==> src/rtl/tone_generator.sv <==
// ---------------------------------------------------------------------------
// tone_generator
//
// Square-wave tone synthesiser sitting directly behind the sound controller.
// While EnableSound is high it produces a square wave whose half-period, in
// clk cycles, is preScaleValue.  It also produces signed 16-bit PCM samples
// at a fixed sample rate (one every SAMPLE_DIV clocks) for the codec
// serialiser.  A new preScaleValue is only picked up at a half-period
// boundary, so the waveform never glitches when the pitch changes.
//
// Optional build macro: VOLUME_RAMP_EN
//   When defined, the sample magnitude follows an envelope that ramps up by
//   RAMP_STEP per sample tick while playing and ramps down in a RELEASE
//   state after EnableSound drops.  When undefined, the magnitude switches
//   instantly between 0 and AMPLITUDE and there is no RELEASE state.
//
// Ports:
//   clk            system clock
//   reset          synchronous, active-high reset
//   EnableSound    level-sensitive tone request
//   preScaleValue  half-period length in clk cycles (32 bit)
//   square_out     registered square wave, 0 while idle or silent
//   sample_out     signed PCM sample, held between sample ticks
//   sample_valid   one-cycle strobe on every sample_out update
//   busy           high while the tone FSM is not idle
// ---------------------------------------------------------------------------
module tone_generator #(
    parameter int unsigned SAMPLE_DIV   = 1042,
    parameter logic [15:0] AMPLITUDE    = 16'd8192,
    parameter int unsigned MIN_PRESCALE = 2
`ifdef VOLUME_RAMP_EN
    ,
    parameter logic [15:0] RAMP_STEP    = 16'd64
`endif
) (
    input  logic               clk,
    input  logic               reset,
    input  logic               EnableSound,
    input  logic [31:0]        preScaleValue,
    output logic               square_out,
    output logic signed [15:0] sample_out,
    output logic               sample_valid,
    output logic               busy
);

    localparam int CNT_W = (SAMPLE_DIV > 1) ? $clog2(SAMPLE_DIV) : 1;
    localparam logic [CNT_W-1:0] TICK_LAST = CNT_W'(SAMPLE_DIV - 1);
    localparam logic [31:0] MIN_HALF = 32'(MIN_PRESCALE);

`ifdef VOLUME_RAMP_EN
    typedef enum logic [1:0] {IDLE, PLAY, RELEASE} toneState_t;
`else
    typedef enum logic [1:0] {IDLE, PLAY} toneState_t;
`endif

    toneState_t state, stateNext;

    logic [CNT_W-1:0]   sampleCnt;
    logic               tick;
    logic [31:0]        halfCnt, halfCntNext;
    logic [31:0]        heldHalf, heldHalfNext;
    logic               phase, phaseNext;
    logic               silent, silentNext;
    logic               preScaleOk;
    logic               halfDone;
    logic [15:0]        mag;
    logic signed [15:0] sampleNext;

`ifdef VOLUME_RAMP_EN
    logic [15:0] envelope, envelopeNext;
    logic [16:0] envUp;
`endif

    assign tick       = (sampleCnt == TICK_LAST);
    assign silent     = (heldHalf < MIN_HALF);
    assign silentNext = (heldHalfNext < MIN_HALF);
    assign preScaleOk = (preScaleValue >= MIN_HALF);
    // Only evaluated while not silent, so heldHalf >= 2 and the subtraction
    // cannot wrap.
    assign halfDone   = (halfCnt == heldHalf - 32'd1);

    // Tone state register.
    always_ff @(posedge clk) begin
        if (reset) begin
            state <= IDLE;
        end else begin
            state <= stateNext;
        end
    end

    // Next-state and half-period bookkeeping.  Entering PLAY always latches
    // a fresh half-period and starts on the high phase.  Inside PLAY the
    // pitch is only re-latched at a half-period boundary; while the latched
    // value is too small to play, preScaleValue is re-sampled every cycle so
    // a valid value restarts the tone cleanly.
    always_comb begin
        stateNext    = state;
        halfCntNext  = halfCnt;
        heldHalfNext = heldHalf;
        phaseNext    = phase;
        case (state)
            IDLE: begin
                if (EnableSound) begin
                    stateNext    = PLAY;
                    heldHalfNext = preScaleValue;
                    halfCntNext  = '0;
                    phaseNext    = 1'b1;
                end
            end
            PLAY: begin
                if (!EnableSound) begin
`ifdef VOLUME_RAMP_EN
                    stateNext = RELEASE;
`else
                    stateNext = IDLE;
`endif
                end else if (silent) begin
                    heldHalfNext = preScaleValue;
                    halfCntNext  = '0;
                    if (preScaleOk) begin
                        phaseNext = 1'b1;
                    end
                end else if (halfDone) begin
                    phaseNext    = ~phase;
                    halfCntNext  = '0;
                    heldHalfNext = preScaleValue;
                end else begin
                    halfCntNext = halfCnt + 32'd1;
                end
            end
`ifdef VOLUME_RAMP_EN
            RELEASE: begin
                if (EnableSound) begin
                    stateNext    = PLAY;
                    heldHalfNext = preScaleValue;
                    halfCntNext  = '0;
                    phaseNext    = 1'b1;
                end else if (envelope == '0) begin
                    stateNext = IDLE;
                end
            end
`endif
            default: begin
                stateNext = IDLE;
            end
        endcase
    end

`ifdef VOLUME_RAMP_EN
    // Envelope moves one step per sample tick: up while playing (clamped at
    // AMPLITUDE), down while releasing (clamped at zero).
    always_comb begin
        envUp        = {1'b0, envelope} + {1'b0, RAMP_STEP};
        envelopeNext = envelope;
        if (tick) begin
            if (state == PLAY) begin
                envelopeNext = (envUp > {1'b0, AMPLITUDE}) ? AMPLITUDE : envUp[15:0];
            end else if (state == RELEASE) begin
                envelopeNext = (envelope > RAMP_STEP) ? (envelope - RAMP_STEP) : '0;
            end
        end
    end

    assign mag = ((state == IDLE) || silent) ? '0 : envelope;
`else
    assign mag = ((state == PLAY) && !silent) ? AMPLITUDE : '0;
`endif

    // Sample uses the phase held before this cycle's edge, so a boundary
    // coinciding with a tick reports the pre-toggle phase.
    assign sampleNext = phase ? mag : (~mag + 16'd1);

    // Datapath registers and outputs.  square_out and busy are registered
    // from next-state values so they line up with the state they describe.
    always_ff @(posedge clk) begin
        if (reset) begin
            sampleCnt    <= '0;
            halfCnt      <= '0;
            heldHalf     <= '0;
            phase        <= 1'b1;
            square_out   <= 1'b0;
            sample_out   <= '0;
            sample_valid <= 1'b0;
            busy         <= 1'b0;
`ifdef VOLUME_RAMP_EN
            envelope     <= '0;
`endif
        end else begin
            sampleCnt    <= tick ? '0 : (sampleCnt + CNT_W'(1));
            halfCnt      <= halfCntNext;
            heldHalf     <= heldHalfNext;
            phase        <= phaseNext;
            sample_valid <= tick;
            if (tick) begin
                sample_out <= sampleNext;
            end
            square_out   <= phaseNext && (stateNext == PLAY) && !silentNext;
            busy         <= (stateNext != IDLE);
`ifdef VOLUME_RAMP_EN
            envelope     <= envelopeNext;
`endif
        end
    end

endmodule

==> config.mk <==
export PLATFORM = sky130hd
export DESIGN_NAME = tone_generator
export DESIGN_NICKNAME = d
export VERILOG_FILES = /design/src/rtl/tone_generator.sv
export SDC_FILE = /design/constraint.sdc
export NUM_CORES = 1
export LEC_CHECK = 0
export ABC_CLOCK_PERIOD_IN_PS = 8900
export BUFFER_PORTS_ARGS = -buffer_cell sky130_fd_sc_hd__buf_4
export CAP_MARGIN = 20
export CORE_ASPECT_RATIO = 2
export CORE_MARGIN = 5
export CORE_UTILIZATION = 55
export DETAILED_ROUTE_END_ITERATION = 8
export PLACE_DENSITY = 0.79
export SYNTH_ARGS = -nofsm -noshare
export SYNTH_HDL_FRONTEND = slang
export SYNTH_SLANG_ARGS = --single-unit
==> constraint.sdc <==
create_clock -name clk -period 8.9 [get_ports clk]
set_input_delay 2.67 -clock clk [delete_from_list [all_inputs] [get_ports clk]]
set_output_delay 2.67 -clock clk [all_outputs]
set_load 0.03 [all_outputs]
==> summary.md <==
Outcome
• completed — status

Detailed routing
• 6.020 — post-DR vias/cell
• 0 — antenna viol nets, final
• 4 — TritonRoute pass-1 iters
• 12630 um — detailed-route wire length
• 220 — starting DRC count in detailed routing
• 0 — DRC viols
• 4250 — vias
• 17.89 um — DR WL/cell

Die
• 48 — count of standard-cell rows
• 54 — Top Ports
• 0.01094 mm^2 — Total Die Area
• 143.0 um — height of the die
• 0.5626 — effective utilization at floorplan
• 0.008648 mm^2 — Placeable Area
• 76.51 um — Horiz. Die Dim

Synth
• 83 — register bit count reported by yosys
• 0 — Yosys warning total
• sky130_fd_sc_hd__dfxtp_1 — cell accounting for the most synthesized area
• 0 — fraction of registers with async set/reset
• 0 — number of enable-type register cells in the synthesized netlist
• 0.3415 — fraction of post-synthesis cell area in the top cell type by area
• 8.419 um^2 — average cell area after synthesis
• 0.3415 — sequential share of the synthesized area
• sky130_fd_sc_hd__dfxtp_1 — main flop type after synthesis
• 578 — instance count of the mapped netlist
• 0.004866 mm^2 — mapped cell area
• 63 — distinct cell type count of the synthesized netlist
• sky130_fd_sc_hd__dfxtp_1 34%, sky130_fd_sc_hd__xor2_1 8.1%, sky130_fd_sc_hd__nand2_1 7.4% — ranking of synthesized cells by area

Hold path
• reg -> reg — min-delay worst type
• 2 — Hold Path Depth

STA
• 0.5409 — portion of the clock cycle consumed by the worst path in the final layout
• 4.086 ns — slack of the critical path
• 0 — final-report max-slew violation count
• 1.094 ns — slew at the pin with the worst max-slew slack
• 0.008151 ns — clock tree skew after final layout
• 207.7 MHz — Achievable Freq
• false — setup repair after global routing missed its margin
• 0 ns — final-layout setup total negative slack
• 4.814 ns — min cycle time layout
• 0 — final hold vios
• 0 — final setup fails
• 0.2708 — Slew headroom

GRT
• 0 — antenna violations before repair
• 67 — maximum number of pins on one net before global-route repair
• 20730 um — wire length of the first global-routing pass
• 0 — global route total overflow
• 4378 — via count of the first global-routing pass
• 0.2362 — gr usage total

Final layout
• 11.08% — area added between synthesis and finish
• 640 — Final nets
• 96 x sky130_fd_sc_hd__nand2_1, 83 x sky130_fd_sc_hd__dfxtp_1, 45 x sky130_fd_sc_hd__xor2_1 — leading cell types in the layout, fill and taps excluded
• 760 — Layout fillers
• 0.1320 — share of final-layout standard cells stronger than drive strength 1
• 0.001662 mm^2 — area of all sequential standard cells
• 0.6250 — final design utilization
• sky130_fd_sc_hd__nand2_1 — most frequent standard cell in the layout excluding fill and tap cells
• 0.005405 mm^2 — finished layout cell area
• 0 — ant diodes
• 0.002963 mm^2 — footprint of the multi-input gates

Placed design
• 9567 um — placed wire-length estimate after detailed placement
• 0.005095 mm^2 — placement-stage cell area
• 40 — number of buffers added on ports
• 0.9203 — GP Congestion
• 3.938 ns — post-place setup slack

Setup path
• 7 — crit-path max FO
• 11 — Reg2Reg Depth
• flip-flop — Crit. End Element
• input port — element type at the critical path start
• 9.08 ns — data required time of the critical path
• in -> reg — Worst Path Class, Setup
• 4.99 ns — WP data arrival

Power
• 0.162 — part of the power in combinational logic
• 0.1256 mV — maximum resistive drop on vdd
• 0.2619 — net switching share of the total power
• 0.2464 mW — net switching power figure
• 0.6941 mW — total internal power
• 0.424 — sequential share of power
• 174.0 mW/mm^2 — Power Density
• 2.075 nW — Lkg Pwr
• 0.414 — clock network power share

CTS
• 3 — H-Tree Level Count
• yes — TritonCTS clock tree
• sky130_fd_sc_hd__clkbuf_16 — root buffer cell
• 2 — clk buf depth
• 9 — clock buffers created by TritonCTS
• 0 — hold buffer count at CTS
• 0 — post-cts resize count
• 83 — Clock Sinks
• 0 — number of buffers inserted to repair setup after CTS
• 0.34 ns — insertion delay of the later-clocked pin in the worst-skew pair
• 0.06 ns — Clock Pin Slew Worst Setup and Hold Paths

Flow run
• 0 — max-capacitance violation count

-- critical path: stages --
cell and delay [ns]:
sky130_fd_sc_hd__buf_4 0.08, sky130_fd_sc_hd__nand2b_1 0.18, sky130_fd_sc_hd__or2_2 0.36, sky130_fd_sc_hd__nor4_1 0.75, sky130_fd_sc_hd__nor3b_1 0.48, sky130_fd_sc_hd__nand3_1 0.19
sky130_fd_sc_hd__xor2_1 0.21, sky130_fd_sc_hd__nor3_1 0.07
-- per-layer routing --
layer / vias up / global-route usage / routed length, um
li1: 2048 / - / -
met1: 2037 / 0.2148 / 4243
met2: 104 / 0.4344 / 6858
met3: 61 / 0.04798 / 420
met4: 0 / 0.2046 / 1111
met5: - / 0 / 0
-- area by class of cell --
| type | instances | share of cell area |
|---|---|---|
| clock inverter | 4 | 0.01366 |
| clock buffer | 12 | 0.04375 |
| sequential | 83 | 0.3074 |
| tap | 100 | 0.02315 |
| multi-input combinational | 457 | 0.5481 |
| inverter | 8 | 0.005556 |
| timing repair buffer | 42 | 0.05833 |
-- state kept, by name, summed over array words and instances, names as in the netlist, 2 cells and up --
| signal | flops |
|---|---|
| sample_out | 2 |
| state | 2 |
| sampleCnt | 11 |
| halfCnt | 32 |
| heldHalf | 32 |
-- path summary, 6_finish.rpt --
check,start,end,slack (ns)
setup / recovery,EnableSound,halfCnt[29]$_SDFFE_PP0P_,4.09
hold / removal,sample_out[14]$_SDFFE_PP0P_,sample_out[14]$_SDFFE_PP0P_,0.47
setup reg to reg,heldHalf[1]$_SDFF_PP0_,heldHalf[20]$_SDFF_PP0_,4.19
hold reg to reg,sample_out[14]$_SDFFE_PP0P_,sample_out[14]$_SDFFE_PP0P_,0.47
-- power by group through the flow --
stage	sequential [mW]	clock (mW)	combinational [mW]
floorplan	0.399	0	0.122
global placement	0.406	0	0.147
detailed placement	0.406	0	0.151
CTS	0.398	0.394	0.152
global route	0.400	0.410	0.166
finish	0.399	0.390	0.152
-- cells in the mapped netlist (all sizes together) (2+ instances only) --
cell type	instances
inv	8
nand4	12
nand3b	4
xor2	45
dfxtp	83
nor2	30
clkbuf	19
buf	24
o21ai	7
and2	3
and4	4
or3	5
o22ai	3
or2	3
nor3	42
or3b	2
a31oi	4
nor2b	2
and3	10
a21oi	8
a31o	2
nand4b	2
nor4b	3
ha	4
or4	9
nand2b	3
o2111ai	2
nor4	19
xnor2	34
o31ai	2
nand2	96
a311oi	2
nand3	26
o41ai	2
and4b	2
a21boi	2
mux2i	34
nor3b	7
-- through the flow --
stage,cells,total power [mW],hold slack [ns]
finish,706,0.9405,0.4729
global route,706,0.9760,0.5002
CTS,706,0.9438,0.4794
detailed placement,690,0.5572,0.4673
global placement,690,0.5524,0.4525
floorplan,591,0.5216,0.4451
-- kinds of logic (layout without fill, tap and decap cells) --
kind of cell / after synthesis / count (layout) / share of synthesized area
adders and majority gates: 4 / 4 / 0.01029
muxes: 35 / 35 / 0.07226
other: 1 / 14 / 0.0007707
AOI/OAI and AO/OA: 41 / 41 / 0.06480
DFF: 83 / 83 / 0.3415
xor gates and xnor gates: 79 / 79 / 0.1422
and+or+nand+nor: 284 / 284 / 0.3068
buffers and inverters: 51 / 66 / 0.06145
No activity file was read; power rests on OpenSTA's default activity.
